--- src/rtl/data_stack.sv ---
// j2 data stack: T register plus a DEPTH-entry array behind it.
// T and N feed the ALU. Each executed instruction updates the stack according to its stack-effect fields.
module data_stack #(
    parameter int WIDTH = 16,
    parameter int DEPTH = 16
) (
    input  logic                     clk,
    input  logic                     reset,
    input  logic                     step,
    input  logic [15:0]              instruction,
    input  logic [WIDTH-1:0]         data_stack_next_value,
    output logic [WIDTH-1:0]         data_stack_current_top,
    output logic [WIDTH-1:0]         data_stack_current_next_top,
    output logic [$clog2(DEPTH)-1:0] dsp,
    output logic                     overflow,
    output logic                     underflow
);
    localparam int PW = $clog2(DEPTH);
    localparam logic [PW-1:0] DSP_MAX = PW'(DEPTH - 1);

    logic [WIDTH-1:0] t_q, t_d;
    logic [PW-1:0]    dsp_q, dsp_d;
    logic             overflow_q, overflow_d;
    logic             underflow_q, underflow_d;
    logic [WIDTH-1:0] mem [DEPTH];

    logic             wr_en;
    logic [PW-1:0]    wr_addr;
    logic [PW-1:0]    dsp_inc, dsp_dec1, dsp_dec2;
    logic [WIDTH-1:0] n_val;
    logic             unused_fields;

    // Only the class, T->N and delta fields matter to the data stack.
    assign unused_fields = ^{instruction[12:8], instruction[6:2]};

    assign n_val    = mem[dsp_q];
    assign dsp_inc  = dsp_q + PW'(1);
    assign dsp_dec1 = dsp_q - PW'(1);
    assign dsp_dec2 = dsp_q - PW'(2);

    always_comb begin
        t_d         = t_q;
        dsp_d       = dsp_q;
        overflow_d  = overflow_q;
        underflow_d = underflow_q;
        wr_en       = 1'b0;
        wr_addr     = dsp_q;
        if (step) begin
            if (instruction[15]) begin
                wr_en   = 1'b1;
                wr_addr = dsp_inc;
                dsp_d   = dsp_inc;
                t_d     = data_stack_next_value;
                if (dsp_q == DSP_MAX) overflow_d = 1'b1;
            end else begin
                case (instruction[14:13])
                    2'b01: begin
                        t_d   = n_val;
                        dsp_d = dsp_dec1;
                        if (dsp_q == '0) underflow_d = 1'b1;
                    end
                    2'b11: begin
                        t_d = data_stack_next_value;
                        case (instruction[1:0])
                            2'b01: begin
                                dsp_d = dsp_inc;
                                if (dsp_q == DSP_MAX) overflow_d = 1'b1;
                            end
                            2'b10: begin
                                dsp_d = dsp_dec2;
                                if (dsp_q <= PW'(1)) underflow_d = 1'b1;
                            end
                            2'b11: begin
                                dsp_d = dsp_dec1;
                                if (dsp_q == '0) underflow_d = 1'b1;
                            end
                            default: dsp_d = dsp_q;
                        endcase
                        // Old T lands at the post-delta pointer so the next N sees it.
                        wr_en   = instruction[7] | (instruction[1:0] == 2'b01);
                        wr_addr = dsp_d;
                    end
                    default: ;
                endcase
            end
        end
    end

    always_ff @(posedge clk) begin
        if (reset) begin
            t_q         <= '0;
            dsp_q       <= '0;
            overflow_q  <= 1'b0;
            underflow_q <= 1'b0;
        end else begin
            t_q         <= t_d;
            dsp_q       <= dsp_d;
            overflow_q  <= overflow_d;
            underflow_q <= underflow_d;
        end
    end

    always_ff @(posedge clk) begin
        if (!reset && wr_en) mem[wr_addr] <= t_q;
    end

    assign data_stack_current_top      = t_q;
    assign data_stack_current_next_top = n_val;
    assign dsp                         = dsp_q;
    assign overflow                    = overflow_q;
    assign underflow                   = underflow_q;
endmodule

--- config.mk ---
export PLATFORM = sky130hd
export DESIGN_NAME = data_stack
export DESIGN_NICKNAME = d
export VERILOG_FILES = /design/src/rtl/data_stack.sv
export SDC_FILE = /design/constraint.sdc
export NUM_CORES = 1
export LEC_CHECK = 0
export CORE_MARGIN = 4
export CORE_UTILIZATION = 46
export DETAILED_ROUTE_END_ITERATION = 6
export GPL_TIMING_DRIVEN = 0
export SLEW_MARGIN = 10
export SYNTH_ARGS = -nofsm -noshare
export SYNTH_HDL_FRONTEND = slang
export SYNTH_SLANG_ARGS = --single-unit
--- constraint.sdc ---
create_clock -name clk -period 4.3 [get_ports clk]
set_clock_uncertainty 0.2 [all_clocks]
set_input_delay 0.645 -clock clk [delete_from_list [all_inputs] [get_ports clk]]
set_output_delay 0.645 -clock clk [all_outputs]
set_load 0.005 [all_outputs]
==> flow_metrics.env, run 1 <==
export IMPL_start_kind="register"
export IMPL_cts_resized=0
export IMPL_drc=0
export IMPL_cts_tree="done"
export IMPL_multi_input_area_mm2=0.00323
export IMPL_hold_path_class="register to register"
export IMPL_cts_buffers=29
export IMPL_fp_coreArea_mm2=0.0246
export IMPL_clock_path_buffers=3
export IMPL_initial_core_util=0.473
export IMPL_boundaryPins=73
export IMPL_yosysTopAreaCell="edfxtp_1"
export IMPL_ys_seq_area_frac=0.705
export IMPL_overflow=0
export IMPL_synth_edf_count=256
export IMPL_yosysTopAreaCellShare=0.661
export IMPL_cts_htree_levels=1
export IMPL_dr_pass1_iters=7
export IMPL_status="finished clean"
export IMPL_utilization=0.561
export IMPL_insertion_delay_ns=0.53
export IMPL_viasPerCell=5.84
export IMPL_period_needed_ns=3.84
export IMPL_tightest_slew_ns=0.885
export IMPL_ant_nets=0
export IMPL_finalPower_w=0.00605
export IMPL_yosysMostFrequentCell="edfxtp_1"
export IMPL_holdBufCountCts=0
export IMPL_fillers=1910
export IMPL_fmax_ghz=0.261
export IMPL_power_leakage_nw=4.56
export IMPL_critPathMaxFanout=10
export IMPL_cts_sinks=282
export IMPL_ys_warn_count=0
export IMPL_rows=57
export IMPL_final_nets=801
export IMPL_syn_to_final_growth_pct=18.5
export IMPL_yosysUniqueCellTypes=57
export IMPL_vias=6457
export IMPL_synth_seq_cells=282
export IMPL_avgSynthCellArea_um2=17.9
export IMPL_cp_num_cells=5
export IMPL_grt_pass1_vias=6624
export IMPL_register_area_mm2=0.00821
export IMPL_root_buffer="clkbuf_16"
export IMPL_cap_violations=0
export IMPL_synthArstFlopShare=0
export IMPL_grt_max_degree=19
export IMPL_netlist_area_mm2=0.0116
export IMPL_syn_nets=693
export IMPL_antenna_found_initial=0
export IMPL_grtUsageTotal=0.194
export IMPL_slew_headroom=0.410
export IMPL_syn_inst=652
export IMPL_rsz0062_at_grt="false"
export IMPL_hold_viol=0
export IMPL_synth_area_top_cells="edfxtp_1 66%, mux4_2 8.3%, mux4_1 4.7%"
export IMPL_r2r_end="mem[14][3]$_DFFE_PP_"
export IMPL_path_buf_inv=3
export IMPL_io_buffers=61
export IMPL_cp_slowest_stage_delay_ns=0.68
export IMPL_reg2regPathDepth=8
export IMPL_drive_above_1_share=0.223
export IMPL_finalSetupViolCount=0
export IMPL_crit_family="buffers and inverters"
export IMPL_worst_setup_path_type="register to output port"
export IMPL_clk_pin_slew_ns=0.06
export IMPL_routed_wl_mm=27.2
export IMPL_worstSetupEndpointType="output port"
export IMPL_antenna_cells=0
export IMPL_cp_required_ns=3.45
export IMPL_slowest_stage="clkbuf_1"
export IMPL_maxSlewViolCount=0
export IMPL_gp_congestion=0.950
export IMPL_arrival_ns=2.99
export IMPL_die_area_mm2=0.0279
export IMPL_grt_pass1_wl_mm=41.0
export IMPL_endpoint="data_stack_current_next_top[13]"
export IMPL_synth_common_cells="256 x edfxtp_1, 74 x nor2_1, 43 x mux4_2, 27 x o21ai_0, 26 x dfxtp_1"
export IMPL_die_w_um=167
export IMPL_post_dp_hpwl_mm=19.1
export IMPL_max_vdd_ir_drop_uv=240
export IMPL_power_density_mw_per_mm2=439
export IMPL_drt_wirelength_per_cell_um=24.6
export IMPL_drtIter0Drc=596
export IMPL_die_h_um=167
export IMPL_reg2reg_from="dsp[0]$_SDFFE_PP0P_"
export IMPL_synthFlopType="edfxtp_1"
export IMPL_period_share=0.892
export IMPL_cp_cell_sequence="buf_2 -> clkbuf_1 -> mux2i_1 -> a21oi_1 -> clkdlybuf4s50_1"
export IMPL_r2r_slack_ns=0.68
export IMPL_post_cts_buffers=0
-- report_power, final --
part / internal [W] / switching, W
Sequential: 0.00305 / 0.0000778
Combinational: 0.000313 / 0.000333
Clock: 0.00129 / 0.000984
Total: 0.00466 / 0.00140
-- final cells by class --
cell class,count,area share
inverters,7,0.00190
plain buffers,39,0.0154
clock inverters,20,0.00952
well taps,324,0.0294
repair buffers,77,0.0611
multi-input cells,324,0.234
clock buffers,32,0.0534
flip-flops and latches,282,0.595
-- how the worst min path moves through the flow --
| stage | start | endpoint | cells past startpoint |
|---|---|---|---|
| 6_report | overflow$_SDFFE_PP0P_ | overflow$_SDFFE_PP0P_ | 2 |
| 2_1_floorplan | overflow$_SDFFE_PP0P_ | overflow$_SDFFE_PP0P_ | 2 |
| 3_3_place_gp | underflow$_SDFFE_PP0P_ | underflow$_SDFFE_PP0P_ | 1 |
| 5_1_grt | underflow$_SDFFE_PP0P_ | underflow$_SDFFE_PP0P_ | 1 |
| 3_5_place_dp | underflow$_SDFFE_PP0P_ | underflow$_SDFFE_PP0P_ | 1 |
| 4_1_cts | overflow$_SDFFE_PP0P_ | overflow$_SDFFE_PP0P_ | 2 |
-- logic make-up after synthesis --
logic type | synth area share
adder cells (fa/ha/maj) | 0.00645
AND/OR/NAND/NOR | 0.0472
buffers and inverters | 0.0205
AO/OA/AOI/OAI | 0.0542
flip-flops | 0.705
multiplexers | 0.163
XOR/XNOR | 0.00376
-- through the flow --
step                worst slack, ns  instances  instance area [um2]  TNS (ns)  hold slack (ns)
floorplan                      1.04        652                11600         0            0.263
global placement             -0.274       1037                12700    -27.06            0.265
detailed placement            0.431       1053                12900         0            0.262
CTS                           0.453       1105                13800         0            0.288
global route                  0.323       1105                13800         0            0.320
finish                        0.463       1105                13800         0            0.280
-- registers in the layout, summed over array words and instances (netlist names), named ones only --
signal and flops:
overflow 1, underflow 1, mem 256, data_stack_current_top 16
dsp 4
-- cell usage in the layout, fill, tap and decap left out, types with 21 or more instances in the layout --
cell and count:
a21oi_1 23, clkbuf_16 29, clkdlybuf4s50_1 61, dfxtp_1 26, edfxtp_1 256, mux4_1 21
mux4_2 43, nor2_1 58, o21ai_0 27
-- metal layers --
| layer | routed length [um] | vias to the layer above | GRT usage |
|---|---|---|---|
| met2 | 12800 | 284 | 0.308 |
| met5 | 0 | - | 0 |
| met1 | 11400 | 3263 | 0.272 |
| met4 | 498 | 0 | 0.0477 |
| met3 | 2430 | 40 | 0.0498 |
| li1 | - | 2870 | - |
-- worst min-delay path, stage by stage, from the launching register on --
cell	delay (ns)
dfxtp_1	0.33
nor2_1	0.05
nor2_1	0.07
Note: power is estimated with default switching activity, not from simulation.
==> run 2: changes to the inputs <==
==> constraint.sdc (replaced) <==
create_clock -name clk -period 4.3 [get_ports clk]
set_clock_uncertainty 0.2 [all_clocks]
set_input_delay 0.645 -clock clk [delete_from_list [all_inputs] [get_ports clk]]
set_output_delay 0.645 -clock clk [all_outputs]
set_load 0.02 [all_outputs]
==> results of run 2 <==
Same layout as run 1 (identical final DEF). Status: finished clean.
Among the figures that moved: setup slack after layout 0.463 ns -> 0.361 ns; total power 0.00605 W -> 0.00610 W
==> run 3: changes to the inputs <==
--- a/config.mk
+++ b/config.mk
@@ -6,7 +6,7 @@
 export NUM_CORES = 1
 export LEC_CHECK = 0
 export CORE_MARGIN = 4
-export CORE_UTILIZATION = 46
+export CORE_UTILIZATION = 45
 export DETAILED_ROUTE_END_ITERATION = 6
 export GPL_TIMING_DRIVEN = 0
 export SLEW_MARGIN = 10
==> flow_metrics.env, run 3 (same netlist as run 1, synthesis figures left out) <==
export IMPL_largest_register="mem"
export IMPL_antenna_cells=0
export IMPL_hold_path_class="register to register"
export IMPL_hold_depth=1
export IMPL_insertion_delay_ns=0.53
export IMPL_dpl_cell_count=1059
export IMPL_period_needed_ns=3.92
export IMPL_cts_resized=0
export IMPL_boundaryPins=73
export IMPL_cts_sinks=282
export IMPL_die_h_um=169
export IMPL_status="finished clean"
export IMPL_cp_required_ns=3.45
export IMPL_grt_max_degree=19
export IMPL_drc=0
export IMPL_die_w_um=169
export IMPL_io_buffers=61
export IMPL_rsz0062_at_grt="false"
export IMPL_final_common_cell="edfxtp_1"
export IMPL_clock_path_buffers=3
export IMPL_overflow=0
export IMPL_vias=6513
export IMPL_worstHoldEndpoint="underflow$_SDFFE_PP0P_"
export IMPL_fmax_ghz=0.255
export IMPL_largest_register_ffs=256
export IMPL_cap_violations=0
export IMPL_viasPerCell=5.85
export IMPL_grt_pass1_vias=6714
export IMPL_r2r_slack_ns=0.57
export IMPL_cts_htree_levels=1
export IMPL_antenna_found_initial=0
export IMPL_grtUsageTotal=0.195
export IMPL_clk_pin_slew_ns=0.06
export IMPL_period_share=0.911
export IMPL_post_cts_buffers=0
export IMPL_register_area_mm2=0.00821
export IMPL_fp_coreArea_mm2=0.0253
export IMPL_slowest_stage="clkbuf_1"
export IMPL_start_kind="register"
export IMPL_crit_family="buffers and inverters"
export IMPL_cp_cell_sequence="buf_2 -> clkbuf_1 -> mux2i_1 -> a21oi_1 -> clkdlybuf4s50_1"
export IMPL_finalPower_w=0.00642
export IMPL_slew_headroom=0.416
export IMPL_post_dp_hpwl_mm=19.2
export IMPL_holdBufCountCts=0
export IMPL_maxSlewViolCount=0
export IMPL_fillers=1949
export IMPL_min_from="underflow$_SDFFE_PP0P_"
export IMPL_power_leakage_nw=4.63
export IMPL_routed_wl_mm=27.6
export IMPL_initial_core_util=0.460
export IMPL_cts_buffers=29
export IMPL_path_buf_inv=3
export IMPL_worstSetupEndpointType="output port"
export IMPL_syn_to_final_growth_pct=19.9
export IMPL_arrival_ns=3.07
export IMPL_drive_above_1_share=0.220
export IMPL_grt_pass1_wl_mm=41.9
export IMPL_dr_pass1_iters=5
export IMPL_cp_slowest_stage_delay_ns=0.69
export IMPL_rows=58
export IMPL_multi_input_area_mm2=0.00323
export IMPL_final_cell_mix="256 x edfxtp_1, 61 x clkdlybuf4s50_1, 58 x nor2_1"
export IMPL_hold_viol=0
export IMPL_ant_nets=0
export IMPL_final_nets=801
export IMPL_drt_wirelength_per_cell_um=24.8
export IMPL_reg2reg_from="dsp[0]$_SDFFE_PP0P_"
export IMPL_die_area_mm2=0.0285
export IMPL_critPathMaxFanout=10
export IMPL_finalSetupViolCount=0
export IMPL_root_buffer="clkbuf_16"
export IMPL_gp_congestion=0.955
export IMPL_tightest_slew_ns=0.876
export IMPL_cts_tree="done"
export IMPL_r2r_end="mem[5][5]$_DFFE_PP_"
export IMPL_final_cells=1113
export IMPL_max_vdd_ir_drop_uv=279
export IMPL_drtIter0Drc=544
export IMPL_worst_setup_path_type="register to output port"
export IMPL_reg2regPathDepth=8
export IMPL_power_density_mw_per_mm2=460
run 3: cell count changes in the layout (fill, tap and decap cells not counted), moves of 2 or more:
cell / previous run / this run
bufinv_16: 1 / 6
clkinv_2: 11 / 5
clkinv_1: 4 / 6
buf_6: 6 / 9
buf_8: 14 / 8
buf_16: 0 / 3
clkinvlp_4: 3 / 0
clkbuf_1: 15 / 17
run 3: cell type report:
class / count / area share
tap: 330 / 0.0296
buffer: 39 / 0.0152
clock inverter: 20 / 0.0182
sequential: 282 / 0.588
timing repair buffer: 77 / 0.0623
clock buffer: 34 / 0.0533
multi-input combinational: 324 / 0.232
inverter: 7 / 0.00188
run 3: through the flow:
step	hold slack (ns)	instance area, um2	TNS, ns	util	worst slack [ns]
2_1_floorplan	0.353	11600	0	-	0.922
3_3_place_gp	0.260	12700	-51.40	0.500	-0.318
3_5_place_dp	0.258	13000	0	0.512	0.319
4_1_cts	0.275	14000	0	0.551	0.381
5_1_grt	0.302	14000	0	0.551	0.235
6_report	0.267	14000	0	0.551	0.382
run 3: how the worst max path moves through the flow:
stage                                    from  slack, ns  cells after the start                             end
final                                register       0.38                      5  data_stack_current_next_top[5]
after global routing                 register       0.24                      5  data_stack_current_next_top[5]
after CTS                            register       0.38                      6  data_stack_current_next_top[0]
after detailed placement       instruction[0]       0.32                      8           mem[11][14]$_DFFE_PP_
after global placement         instruction[0]      -0.32                      7           mem[13][10]$_DFFE_PP_
after floorplan           dsp[0]$_SDFFE_PP0P_       0.92                      7             mem[3][0]$_DFFE_PP_
run 3: per-layer routing:
layer	vias up	wire, um	GRT usage
met1	3326	12000	0.280
li1	2872	-	-
met2	281	12900	0.310
met3	34	2060	0.0392
met4	0	607	0.0490
met5	-	0	0
run 3: worst register-to-register path, cell delays in order (launching register included):
cell and delay, ns:
dfxtp_1 0.61, inv_1 0.16, ha_1 0.29, mux2_2 0.30, mux2_2 0.28, a211oi_1 0.45, o21bai_1 0.28, nor2_2 0.62
buf_6 0.25
run 3: report_power, final:
group,switching (W),total [W],leakage [nW],internal (W)
clock,0.000985,0.00258,0.490,0.00160
sequential,0.0000802,0.00313,2.55,0.00305
combinational,0.000388,0.000701,1.59,0.000313
